[src/rtl/ysyx_23060096_rf_wb_arbiter.sv]
// ---------------------------------------------------------------------------
// ysyx_23060096_rf_wb_arbiter
//
// Purpose:
//   Register-file write-port controller for an RV32 core. The EXU (req0) and
//   the LSU (req1) share a single RF write port. A round-robin arbiter with a
//   one-bit priority FSM picks one requester per cycle. The chosen write is
//   registered and presented to the RF as w_en/waddr/wdata one cycle later.
//   A busy scoreboard tracks destinations that have been issued but not yet
//   written back, so the IDU can stall on RAW/WAW hazards.
//
// Ports:
//   clk, rst                       clock, asynchronous active-high reset
//   hold                           freezes arbitration (no ready asserted)
//   req0_valid/ready/addr/data     EXU writeback handshake
//   req1_valid/ready/addr/data     LSU writeback handshake
//   w_en, waddr, wdata             registered RF write port
//   iss_valid, iss_ready, iss_rd   IDU issue handshake for destination rd
//   ra, rb, busy_a, busy_b         combinational operand-busy lookups
// ---------------------------------------------------------------------------
module ysyx_23060096_rf_wb_arbiter #(
  parameter int ADDR_WIDTH = 5,
  parameter int DATA_WIDTH = 32
) (
  input  logic                  clk,
  input  logic                  rst,
  input  logic                  hold,

  input  logic                  req0_valid,
  output logic                  req0_ready,
  input  logic [ADDR_WIDTH-1:0] req0_addr,
  input  logic [DATA_WIDTH-1:0] req0_data,

  input  logic                  req1_valid,
  output logic                  req1_ready,
  input  logic [ADDR_WIDTH-1:0] req1_addr,
  input  logic [DATA_WIDTH-1:0] req1_data,

  output logic                  w_en,
  output logic [ADDR_WIDTH-1:0] waddr,
  output logic [DATA_WIDTH-1:0] wdata,

  input  logic                  iss_valid,
  output logic                  iss_ready,
  input  logic [ADDR_WIDTH-1:0] iss_rd,

  input  logic [ADDR_WIDTH-1:0] ra,
  input  logic [ADDR_WIDTH-1:0] rb,
  output logic                  busy_a,
  output logic                  busy_b
);

  localparam int NREG = 1 << ADDR_WIDTH;

  typedef enum logic {
    P0 = 1'b0,  // req0 favoured on a tie
    P1 = 1'b1   // req1 favoured on a tie
  } prio_e;

  prio_e                 prio_q, prio_d;
  logic                  w_en_q, w_en_d;
  logic [ADDR_WIDTH-1:0] waddr_q, waddr_d;
  logic [DATA_WIDTH-1:0] wdata_q, wdata_d;
  logic [NREG-1:0]       busy_q, busy_d;

  logic grant0, grant1;
  logic iss_fire;

  // Readies are also suppressed during reset so nothing is handshaken while
  // the write path is being cleared.
  always_comb begin
    grant0 = 1'b0;
    grant1 = 1'b0;
    if (!rst && !hold) begin
      if (req0_valid && req1_valid) begin
        grant0 = (prio_q == P0);
        grant1 = (prio_q == P1);
      end else begin
        grant0 = req0_valid;
        grant1 = req1_valid;
      end
    end
  end

  assign req0_ready = grant0;
  assign req1_ready = grant1;

  // Priority FSM: the requester just served loses priority on the next tie.
  always_comb begin
    prio_d = prio_q;
    if (grant0) begin
      prio_d = P1;
    end else if (grant1) begin
      prio_d = P0;
    end
  end

  // Write path: a grant to x0 is accepted but never produces a write enable.
  always_comb begin
    w_en_d  = 1'b0;
    waddr_d = waddr_q;
    wdata_d = wdata_q;
    if (grant0) begin
      w_en_d  = (req0_addr != '0);
      waddr_d = req0_addr;
      wdata_d = req0_data;
    end else if (grant1) begin
      w_en_d  = (req1_addr != '0);
      waddr_d = req1_addr;
      wdata_d = req1_data;
    end
  end

  // Scoreboard: clear on RF commit, then set on issue, so a same-edge
  // set/clear of one index leaves the bit set.
  assign iss_ready = !busy_q[iss_rd] || (iss_rd == '0);
  assign iss_fire  = iss_valid && iss_ready && (iss_rd != '0);

  always_comb begin
    busy_d = busy_q;
    if (w_en_q) begin
      busy_d[waddr_q] = 1'b0;
    end
    if (iss_fire) begin
      busy_d[iss_rd] = 1'b1;
    end
    busy_d[0] = 1'b0;
  end

  always_ff @(posedge clk or posedge rst) begin
    if (rst) begin
      prio_q  <= P0;
      w_en_q  <= 1'b0;
      waddr_q <= '0;
      wdata_q <= '0;
      busy_q  <= '0;
    end else begin
      prio_q  <= prio_d;
      w_en_q  <= w_en_d;
      waddr_q <= waddr_d;
      wdata_q <= wdata_d;
      busy_q  <= busy_d;
    end
  end

  assign w_en   = w_en_q;
  assign waddr  = waddr_q;
  assign wdata  = wdata_q;
  assign busy_a = busy_q[ra] && (ra != '0);
  assign busy_b = busy_q[rb] && (rb != '0);

endmodule

[config.mk]
export PLATFORM = sky130hd
export DESIGN_NAME = ysyx_23060096_rf_wb_arbiter
export DESIGN_NICKNAME = d
export VERILOG_FILES = /design/src/rtl/ysyx_23060096_rf_wb_arbiter.sv
export SDC_FILE = /design/constraint.sdc
export NUM_CORES = 1
export LEC_CHECK = 0
export ABC_AREA = 1
export BUFFER_PORTS_ARGS = -buffer_cell sky130_fd_sc_hd__buf_4
export CAP_MARGIN = 20
export CORE_ASPECT_RATIO = 1.2
export CORE_MARGIN = 4
export CORE_UTILIZATION = 56
export CTS_BUF_LIST = sky130_fd_sc_hd__clkbuf_16
export CTS_CLUSTER_DIAMETER = 80
export CTS_CLUSTER_SIZE = 30
export DETAILED_ROUTE_END_ITERATION = 12
export PLACE_DENSITY_LB_ADDON = 0.12
export SYNTH_ARGS = -nofsm -noshare
export SYNTH_HDL_FRONTEND = slang
export SYNTH_SLANG_ARGS = --single-unit
[constraint.sdc]
create_clock -name clk -period 5 [get_ports clk]
set_clock_uncertainty 0.15 [all_clocks]
set_input_delay 0.75 -clock clk [delete_from_list [all_inputs] [get_ports clk]]
set_output_delay 0.75 -clock clk [all_outputs]
set_load 0.01 [all_outputs]
==> impl_metrics.json, run 1 <==
{
  "ys_top_cells_by_area": "dfrtp_1 (40%), nand2_1 (17%), nand3_1 (12%)",
  "arrival_ns": 2.39,
  "first_iter_violations": 446,
  "multi_input_area_um2": 2240,
  "clkSinkCount": 70,
  "clockBufferDepth": 2,
  "drive_gt1_share_pct": 22.3,
  "final_common_cell": "nand2_1",
  "post-cts-setup-buffers": 0,
  "initial_core_util_pct": 57.2,
  "slew_headroom_pct": 45.5,
  "crit_type": "input port to primary output",
  "num_vias": 5054,
  "layout_min_cycle_time_ns": 3.29,
  "cts_resized": 0,
  "p_sw_share_pct": 38.4,
  "finalHoldViolations": 0,
  "crit_path_end_kind": "primary output",
  "report.final.setup_viol": 0,
  "fin_tns_setup_ns": 0,
  "finalNetCount": 852,
  "cp_num_buf_inv": 3,
  "drt.antenna.violating_nets": 0,
  "yosysWarnings": 0,
  "worst_pin_slew_ns": 0.817,
  "async_reset_ff_share_pct": 100,
  "tritoncts": "built",
  "die_area_um2": 9310,
  "routedWlPerCell_um": 17.6,
  "slowest_stage": "nor2_4",
  "hpwl_mm": 11.2,
  "netlist_area_um2": 4380,
  "worst_ep_required_time_ns": 4.10,
  "cap_violations": 0,
  "postSynthRegisterBits": 70,
  "syn_inst": 638,
  "p_total_uw": 2250,
  "p_comb_share_pct": 32.0,
  "synth_edf_count": 0,
  "syn_area_per_cell_um2": 6.87,
  "routed_wl_mm": 15.0,
  "crit_family": "simple AND/OR/NAND/NOR gates",
  "yosys.area.top_type": "dfrtp_1",
  "p_clk_share_pct": 25.6,
  "path_depth": 11,
  "overflow": 0,
  "final-max-slew-violation-count": 0,
  "reg2reg_from": "busy_q[13]$_DFF_PP0_",
  "synth-main-ff-cell": "dfrtp_1",
  "ir_worst_vdd_uv": 286,
  "n_fill_cell": 635,
  "reg2reg_depth": 9,
  "crit_path_max_fanout": 32,
  "syn2layout_area_growth_pct": 28.3,
  "final_cell_mix": "nand2_1 (201), buf_4 (142), nand3_1 (106)",
  "synth_nets": 733,
  "grt_usage_pct": 34.1,
  "ioPinCount": 138,
  "synth_seq_area_share_pct": 40.0,
  "num_antenna_cells": 0,
  "drc": 0,
  "maxClockFrequency_ghz": 0.304,
  "clk_pin_slew_ns": 0.05,
  "crit_path_start_kind": "input port",
  "post_dp_cell_area_um2": 5360,
  "cts_root_buffer": "clkbuf_16",
  "path_cells": "buf_4, inv_6, nand2_2, nor2_1, nor2_1, nand2_1, nand2_1, nand2_1, nor2_4, and2_1, buf_4",
  "grt_pass1_vias": 5004,
  "antenna_found_initial": 0,
  "post-route-util_pct": 73.4,
  "p_int_uw": 1390,
  "rsz0062_at_grt": "false",
  "cts_buffers": 9,
  "p_leak_uw": 0.00277,
  "slowest_delay_ns": 0.49,
  "vias_per_cell": 5.92,
  "grt_max_degree": 46,
  "synth_top_area_share_pct": 40.0,
  "fin_area_um2": 5620,
  "hold_buffers": 0,
  "coreArea_um2": 7660,
  "grt_pass1_wl_mm": 24.6,
  "hold_path_class": "input port to asynchronous set/reset pin",
  "numPortBuffers": 137,
  "powerDensity_nw_per_um2": 400,
  "regArea_um2": 1750,
  "rows": 35,
  "die_h_um": 105,
  "cts.htree.levels": 3,
  "p_seq_share_pct": 42.4,
  "p_switching_uw": 863,
  "drt_first_pass_iters": 5,
  "die_w_um": 88.8,
  "critPathMostFrequentCell": "nand2_1",
  "clk_latency_ns": 0.33,
  "status": "completed",
  "crit_end": "iss_ready",
  "finalCritPeriodShare_pct": 65.9,
  "r2r_setup_slack_ns": 2.93,
  "yosysUniqueCellTypes": 26,
  "startpoint": "iss_rd[0]",
  "gp_congestion": 0.931,
  "reg2reg_to": "busy_q[5]$_DFF_PP0_"
}
==> logic make-up after synthesis <==
| kind of cell | Yosys count | share of synthesized area, % |
|---|---|---|
| compound gates | 84 | 10.5 |
| flops | 70 | 40.0 |
| buf+inv | 82 | 9.02 |
| simple gates | 402 | 40.5 |
==> layout make-up <==
type                            instances  area share, %
Clock buffer                            9           4.01
Inverter                               48           3.29
Tap cell                               92           2.05
Multi-Input combinational cell        486           39.8
Sequential cell                        70           31.2
Timing Repair Buffer                  142           19.0
Clock inverter                          7          0.757
==> Yosys cell counts, types with 2 or more instances <==
cell type / number
nor2_1: 41
a21oi_1: 12
o211ai_1: 9
nand3_1: 106
dfrtp_1: 70
nand2_2: 7
o221ai_1: 4
clkinv_1: 2
buf_2: 6
nand4_1: 34
buf_4: 2
nor3_1: 8
nor2_4: 2
buf_1: 2
o21ai_0: 56
inv_1: 44
a31oi_1: 2
nand2_1: 201
clkbuf_1: 15
buf_6: 9
==> power by group through the flow <==
stage	registers [uW]	logic, uW	clock network (uW)
final	953	721	576
after global routing	969	810	604
after CTS	943	718	582
after detailed placement	948	711	0
after global placement	945	686	0
after floorplan	897	413	0
==> worst register-to-register path, cell delays in order, from the launching register on <==
cell and delay [ns]:
dfrtp_1 0.47, nand2_1 0.10, nand2_1 0.05, nand2_1 0.05
nand2_1 0.05, nand2_1 0.05, nand2_1 0.08, nor2_4 0.54
nand4_1 0.32, nand2_1 0.15
==> stage by stage <==
| stage | setup slack (ns) | instances | hold slack (ns) |
|---|---|---|---|
| 2_1_floorplan | 2.33 | 638 | 0.314 |
| 3_3_place_gp | 1.79 | 838 | 0.338 |
| 3_5_place_dp | 1.74 | 838 | 0.349 |
| 4_1_cts | 1.74 | 854 | 0.338 |
| 5_1_grt | 1.50 | 854 | 0.383 |
| 6_report | 1.71 | 854 | 0.324 |
==> worst min-delay path by stage <==
stage                            endpoint  slack, ns
global placement       prio_q$_DFFE_PP0P_       0.34
global route        wdata[24]$_DFFE_PP0P_       0.38
detailed placement  wdata[19]$_DFFE_PP0P_       0.35
CTS                 wdata[12]$_DFFE_PP0P_       0.34
finish              wdata[21]$_DFFE_PP0P_       0.32
floorplan              prio_q$_DFFE_PP0P_       0.31
==> sequential cells by signal, summed over array words and instances (netlist names) <==
| signal | cells |
|---|---|
| busy_q | 31 |
| prio_q | 1 |
| w_en | 1 |
| waddr | 5 |
| wdata | 32 |
==> layer usage <==
metal	wire length (um)	share of wire (%)	up-vias	GRT usage (%)
met2	7280	48	285	54.6
met3	1410	9.4	73	9.78
li1	-	-	2374	-
met4	946	6.3	0	19.3
met1	5400	36	2322	39.9
met5	0	0	-	0
Power figures use the tool's default switching activity.
==> run 2, diff against run 1 <==
--- a/config.mk
+++ b/config.mk
@@ -10,7 +10,7 @@
 export CAP_MARGIN = 20
 export CORE_ASPECT_RATIO = 1.2
 export CORE_MARGIN = 4
-export CORE_UTILIZATION = 56
+export CORE_UTILIZATION = 47
 export CTS_BUF_LIST = sky130_fd_sc_hd__clkbuf_16
 export CTS_CLUSTER_DIAMETER = 80
 export CTS_CLUSTER_SIZE = 30
==> constraint.sdc (replaced) <==
create_clock -name clk -period 2.8 [get_ports clk]
set_clock_uncertainty 0.15 [all_clocks]
set_input_delay 0.42 -clock clk [delete_from_list [all_inputs] [get_ports clk]]
set_output_delay 0.42 -clock clk [all_outputs]
set_load 0.01 [all_outputs]
==> run 2 against run 1 <==
Critical path type is now flip-flop to primary output. Routed wire length fell by 5.2%. Core utilization fell by 10 points. Critical path depth fell by 2.
==> impl_metrics.json, run 2 (same netlist as run 1, synthesis figures left out) <==
{
  "grt_pass1_wl_mm": 23.3,
  "critPathMostFrequentCell": "nand2_1",
  "fin_area_um2": 5760,
  "layout_min_cycle_time_ns": 2.15,
  "maxClockFrequency_ghz": 0.465,
  "post-cts-setup-buffers": 0,
  "hpwl_mm": 10.8,
  "tritoncts": "built",
  "ioPinCount": 138,
  "n_fill_cell": 820,
  "status": "completed",
  "p_leak_uw": 0.00283,
  "grt_max_degree": 41,
  "fin_tns_setup_ns": 0,
  "path_cells": "inv_1, o21ai_0, nand2_1, nand2_1, nand2_1, nand2_1, nor2_4, and2_1, buf_4",
  "die_h_um": 114,
  "antenna_found_initial": 0,
  "finalCritPeriodShare_pct": 76.9,
  "first_iter_violations": 319,
  "drt.antenna.violating_nets": 0,
  "vias_per_cell": 5.59,
  "hold_buffers": 0,
  "cap_violations": 0,
  "finalNetCount": 858,
  "p_clk_share_pct": 28.5,
  "crit_path_max_fanout": 3,
  "slowest_delay_ns": 0.34,
  "clk_pin_slew_ns": 0.06,
  "arrival_ns": 1.58,
  "cts_buffers": 9,
  "clkSinkCount": 70,
  "startpoint": "busy_q[4]$_DFF_PP0_",
  "crit_type": "flip-flop to primary output",
  "slew_headroom_pct": 55.3,
  "crit_path_start_kind": "flip-flop",
  "final_common_cell": "nand2_1",
  "p_total_uw": 4140,
  "post_dp_cell_area_um2": 5450,
  "cts.htree.levels": 3,
  "routedWlPerCell_um": 16.0,
  "drive_gt1_share_pct": 22.5,
  "p_seq_share_pct": 40.4,
  "reg2reg_depth": 10,
  "numPortBuffers": 137,
  "finalHoldViolations": 0,
  "p_sw_share_pct": 35.7,
  "report.final.setup_viol": 0,
  "cts_root_buffer": "clkbuf_16",
  "largest_register_ff_count": 32,
  "drc": 0,
  "hold_path_class": "input port to asynchronous set/reset pin",
  "initial_core_util_pct": 48.3,
  "clk_latency_ns": 0.34,
  "grt_pass1_vias": 4831,
  "worst_ep_required_time_ns": 2.23,
  "reg2reg_to": "busy_q[8]$_DFF_PP0_",
  "die_w_um": 96.2,
  "reg2reg_from": "busy_q[12]$_DFF_PP0_",
  "r2r_setup_slack_ns": 1.06,
  "die_area_um2": 10900,
  "drt_first_pass_iters": 6,
  "ir_worst_vdd_uv": 417,
  "num_antenna_cells": 0,
  "rows": 38,
  "final_cell_mix": "nand2_1 (201), buf_4 (147), nand3_1 (106)",
  "powerDensity_nw_per_um2": 719,
  "clockBufferDepth": 2,
  "worst_pin_slew_ns": 0.670,
  "num_vias": 4964,
  "p_comb_share_pct": 31.1,
  "coreArea_um2": 9080,
  "rsz0062_at_grt": "false",
  "cts_resized": 0,
  "routed_wl_mm": 14.2,
  "p_switching_uw": 1480,
  "p_int_uw": 2660,
  "crit_path_end_kind": "primary output",
  "grt_usage_pct": 27.3,
  "overflow": 0,
  "slowest_stage": "dfrtp_1",
  "syn2layout_area_growth_pct": 31.3,
  "gp_congestion": 0.970,
  "final-max-slew-violation-count": 0
}
==> run 2: changes by cell type in the layout (fill, tap and decap cells not counted), sizes merged <==
cell      previous run  this run
buf                142       148
clkinv               6         3
bufinv               0         2
inv                 47        49
clkinvlp             2         1
==> run 2: power by group through the flow <==
stage               combinational (uW)  sequential, uW  clock, uW
floorplan                          738            1600          0
global placement                  1250            1670          0
global route                      1460            1710       1240
detailed placement                1290            1680          0
finish                            1290            1670       1180
CTS                               1290            1670       1200
==> run 2: layout make-up <==
class | count | area [um^2] | share of cell area, %
Clock inverter | 7 | 82.6 | 1.43
Tap cell | 120 | 150 | 2.61
Multi-Input combinational cell | 486 | 2240 | 38.9
Inverter | 48 | 185 | 3.22
Clock buffer | 9 | 225 | 3.91
Timing Repair Buffer | 148 | 1120 | 19.5
Sequential cell | 70 | 1750 | 30.4
==> run 2: worst max-delay path: cells and delay by family, from the launching register on <==
kind                   cells  cell delay [ns]
and+or+nand+nor            6             0.47
DFF                        1             0.34
AOI/OAI and AO/OA          1             0.19
buffers and inverters      2             0.23
==> run 2: stage by stage <==
step	utilization, %	setup WS [ns]	hold WS (ns)	std cells
final	63.4	0.648	0.0465	888
after global routing	63.4	0.529	0.104	888
after CTS	63.4	0.624	0.0704	888
after detailed placement	60.0	0.642	0.339	872
after global placement	60.0	0.670	0.334	872
after floorplan	-	0.462	0.314	638
==> run 2: worst max path at each step <==
| stage | endpoint | slack (ns) |
|---|---|---|
| floorplan | busy_q[10]$_DFF_PP0_ | 0.46 |
| global placement | iss_ready | 0.67 |
| detailed placement | iss_ready | 0.64 |
| CTS | iss_ready | 0.62 |
| global route | iss_ready | 0.53 |
| finish | iss_ready | 0.65 |
==> run 2: metal layers <==
layer / wire [um] / part of all wire, % / GRT usage (%) / up-vias
met5: 0 / 0 / 0 / -
met4: 515 / 3.6 / 13.6 / 0
met3: 1210 / 8.5 / 7.78 / 44
met2: 7160 / 50 / 45.3 / 233
met1: 5350 / 38 / 31.7 / 2294
li1: - / - / - / 2393
==> run 3, diff against run 2 <==
--- a/config.mk
+++ b/config.mk
@@ -5,12 +5,12 @@
 export SDC_FILE = /design/constraint.sdc
 export NUM_CORES = 1
 export LEC_CHECK = 0
-export ABC_AREA = 1
+export ABC_AREA = 0
 export BUFFER_PORTS_ARGS = -buffer_cell sky130_fd_sc_hd__buf_4
 export CAP_MARGIN = 20
 export CORE_ASPECT_RATIO = 1.2
 export CORE_MARGIN = 4
-export CORE_UTILIZATION = 47
+export CORE_UTILIZATION = 50
 export CTS_BUF_LIST = sky130_fd_sc_hd__clkbuf_16
 export CTS_CLUSTER_DIAMETER = 80
 export CTS_CLUSTER_SIZE = 30
==> constraint.sdc (replaced) <==
create_clock -name clk -period 2.1 [get_ports clk]
set_clock_uncertainty 0.15 [all_clocks]
set_input_delay 0.315 -clock clk [delete_from_list [all_inputs] [get_ports clk]]
set_output_delay 0.315 -clock clk [all_outputs]
set_load 0.01 [all_outputs]
==> run 3 against run 2 <==
Register-to-register slack worse by 0.96 ns. Via count fell by 21%. The flow now finishes with violations (setup timing). Worst hold slack improved by 0.0061 ns. Largest cell class unchanged. Count of clock-buffer cells in the layout did not move. Core utilization is 8.9 points higher. Critical endpoint is now busy_a. Sequential share of layout area increased by 1.2 points. Highest routed layer unchanged. Non-clock buffer count rose by 17. Total power is 23% higher. Area after synthesis shrank 10%.
==> impl_metrics.json, run 3 <==
{
  "status": "finished with violations",
  "violations": "setup timing",
  "grt_max_degree": 71,
  "synth_edf_count": 0,
  "crit_type": "flip-flop to primary output",
  "yosysUniqueCellTypes": 46,
  "die_h_um": 105,
  "placed_cells": 623,
  "grt_usage_pct": 27.8,
  "final_common_cell": "buf_4",
  "worst_ep_required_time_ns": 1.63,
  "p_total_uw": 5090,
  "synth_nets": 496,
  "synthMuxAreaShare_pct": 14.0,
  "clkSinkCount": 70,
  "overflow": 0,
  "cap_violations": 0,
  "syn_inst": 401,
  "yosys-top-cells-count": "nand2_1 (87), dfrtp_1 (70), o21ai_0 (46)",
  "rows": 35,
  "ir_worst_vdd_uv": 541,
  "fin_tns_setup_ns": -0.792,
  "finalCritPeriodShare_pct": 113,
  "routed_wl_mm": 12.6,
  "netlist_area_um2": 3930,
  "routedWlPerCell_um": 19.5,
  "largest_register_ff_count": 32,
  "multi_input_area_um2": 2110,
  "synth_top_area_share_pct": 44.6,
  "yosys.area.top_type": "dfrtp_1",
  "slew_headroom_pct": 67.9,
  "drive_gt1_share_pct": 39.8,
  "worst_pin_slew_ns": 0.482,
  "die_w_um": 88.9,
  "initial_core_util_pct": 51.3,
  "antenna_found_initial": 0,
  "gp_congestion": 0.918,
  "cts.htree.levels": 3,
  "final-max-slew-violation-count": 0,
  "tritoncts": "built",
  "numPortBuffers": 137,
  "post-route-util_pct": 72.2,
  "drt_first_pass_iters": 5,
  "synth_adder_area_share_pct": 0,
  "synth-main-ff-cell": "dfrtp_1",
  "arrival_ns": 1.92,
  "clk_pin_slew_ns": 0.05,
  "synth_top_family_by_area": "compound AO/OA/AOI/OAI gates",
  "layout_min_cycle_time_ns": 2.38,
  "drt.antenna.violating_nets": 0,
  "hpwl_mm": 9.28,
  "synthMostInstantiatedCell": "nand2_1",
  "cts_root_buffer": "clkbuf_16",
  "num_vias": 3925,
  "die_area_um2": 9350,
  "finalNetCount": 643,
  "synth_seq_area_share_pct": 44.6,
  "n_fill_cell": 597,
  "crit_path_end_kind": "primary output",
  "maxClockFrequency_ghz": 0.420,
  "rsz0062_at_grt": "true",
  "synth-compound-area-share_pct": 20.8,
  "clockBufferDepth": 2,
  "synth_xor_area_share_pct": 0,
  "cts_buffers": 9,
  "first_iter_violations": 154,
  "finalHoldViolations": 0,
  "p_leak_uw": 0.00254,
  "clk_latency_ns": 0.32,
  "vias_per_cell": 6.09,
  "num_antenna_cells": 0,
  "report.final.setup_viol": 3,
  "hold_path_class": "input port to flip-flop",
  "final_cell_mix": "buf_4 (163), nand2_1 (87), dfrtp_1 (70)",
  "syn_area_per_cell_um2": 9.80,
  "syn2layout_area_growth_pct": 40.8,
  "powerDensity_nw_per_um2": 920,
  "grt_pass1_wl_mm": 19.9,
  "crit_path_max_fanout": 3,
  "yosysWarnings": 0,
  "coreArea_um2": 7660,
  "drc": 0,
  "async_reset_ff_share_pct": 100,
  "fin_ws_ns": -0.281,
  "grt_pass1_vias": 3940,
  "crit_path_start_kind": "flip-flop",
  "ys_top_cells_by_area": "dfrtp_1 (45%), mux4_2 (8.6%), nand2_1 (8.3%)",
  "ioPinCount": 138,
  "postSynthRegisterBits": 70,
  "regArea_um2": 1750,
  "synthSimpleGateAreaFrac_pct": 17.0,
  "final_cells": 645
}
## run 3: path summary, 6_finish.rpt
| check | cells after the start | start | to | slack, ns |
|---|---|---|---|---|
| worst min-delay path | 3 | req0_data[21] | wdata[21]$_DFFE_PP0P_ | 0.05 |
| worst min register to register | 2 | wdata[8]$_DFFE_PP0P_ | wdata[8]$_DFFE_PP0P_ | 0.33 |
| worst max register to register | 5 | busy_q[28]$_DFF_PP0_ | busy_q[25]$_DFF_PP0_ | 0.10 |
| worst max-delay path | 5 | busy_q[13]$_DFF_PP0_ | busy_a | -0.28 |
| max in group asynchronous | 4 | rst | busy_q[19]$_DFF_PP0_ | 0.95 |
| min in group asynchronous | 4 | rst | busy_q[5]$_DFF_PP0_ | 0.54 |
## run 3: timing repair
action                                 CTS  global route
endpoints found under the hold margin   70             0
setup buffers                            5             4
pin swaps                                3             3
setup endpoints to repair                3            11
hold buffers                             1             0
resized for setup                       12             2
## run 3: kinds of logic after synthesis
| kind of cell | count (synthesis) |
|---|---|
| multiplexers | 35 |
| buffers and inverters | 35 |
| AND/OR/NAND/NOR | 138 |
| flip-flops | 70 |
| AO/OA/AOI/OAI | 123 |
## run 3: layer usage
layer	track usage [%]	part of all wire, %	up-vias
li1	-	-	1787
met1	33.3	37	1900
met2	45.7	51	211
met3	8.52	9.1	27
met4	11.7	3.0	0
met5	0	0	-
## run 3: cell type report
type / instances / area share, %
clock buffer: 9 / 4.07
clock inverter: 7 / 1.04
inverter: 6 / 0.475
multi-input combinational: 296 / 38.0
sequential: 70 / 31.6
tap: 92 / 2.08
timing repair buffer: 165 / 22.6
## run 3: power breakdown
part | switching (uW) | internal [uW] | leakage, uW
clock network | 525 | 900 | 0.000151
logic | 726 | 897 | 0.00159
registers | 345 | 1700 | 0.000795
## run 3: per-stage QoR
stage	cell area, um^2	hold WS [ns]	setup slack [ns]
floorplan	3950	0.262	0.00299
global placement	5140	0.310	-0.128
detailed placement	5140	0.314	-0.133
CTS	5530	0.0456	-0.305
global route	5540	0.0540	-0.355
finish	5540	0.0526	-0.281
## run 3: critical path, stage by stage, from the launching register on
cell and delay (ns):
dfrtp_1 0.38, mux4_2 0.49, or3b_4 0.38, o311ai_2 0.08
o211ai_1 0.11, buf_4 0.15
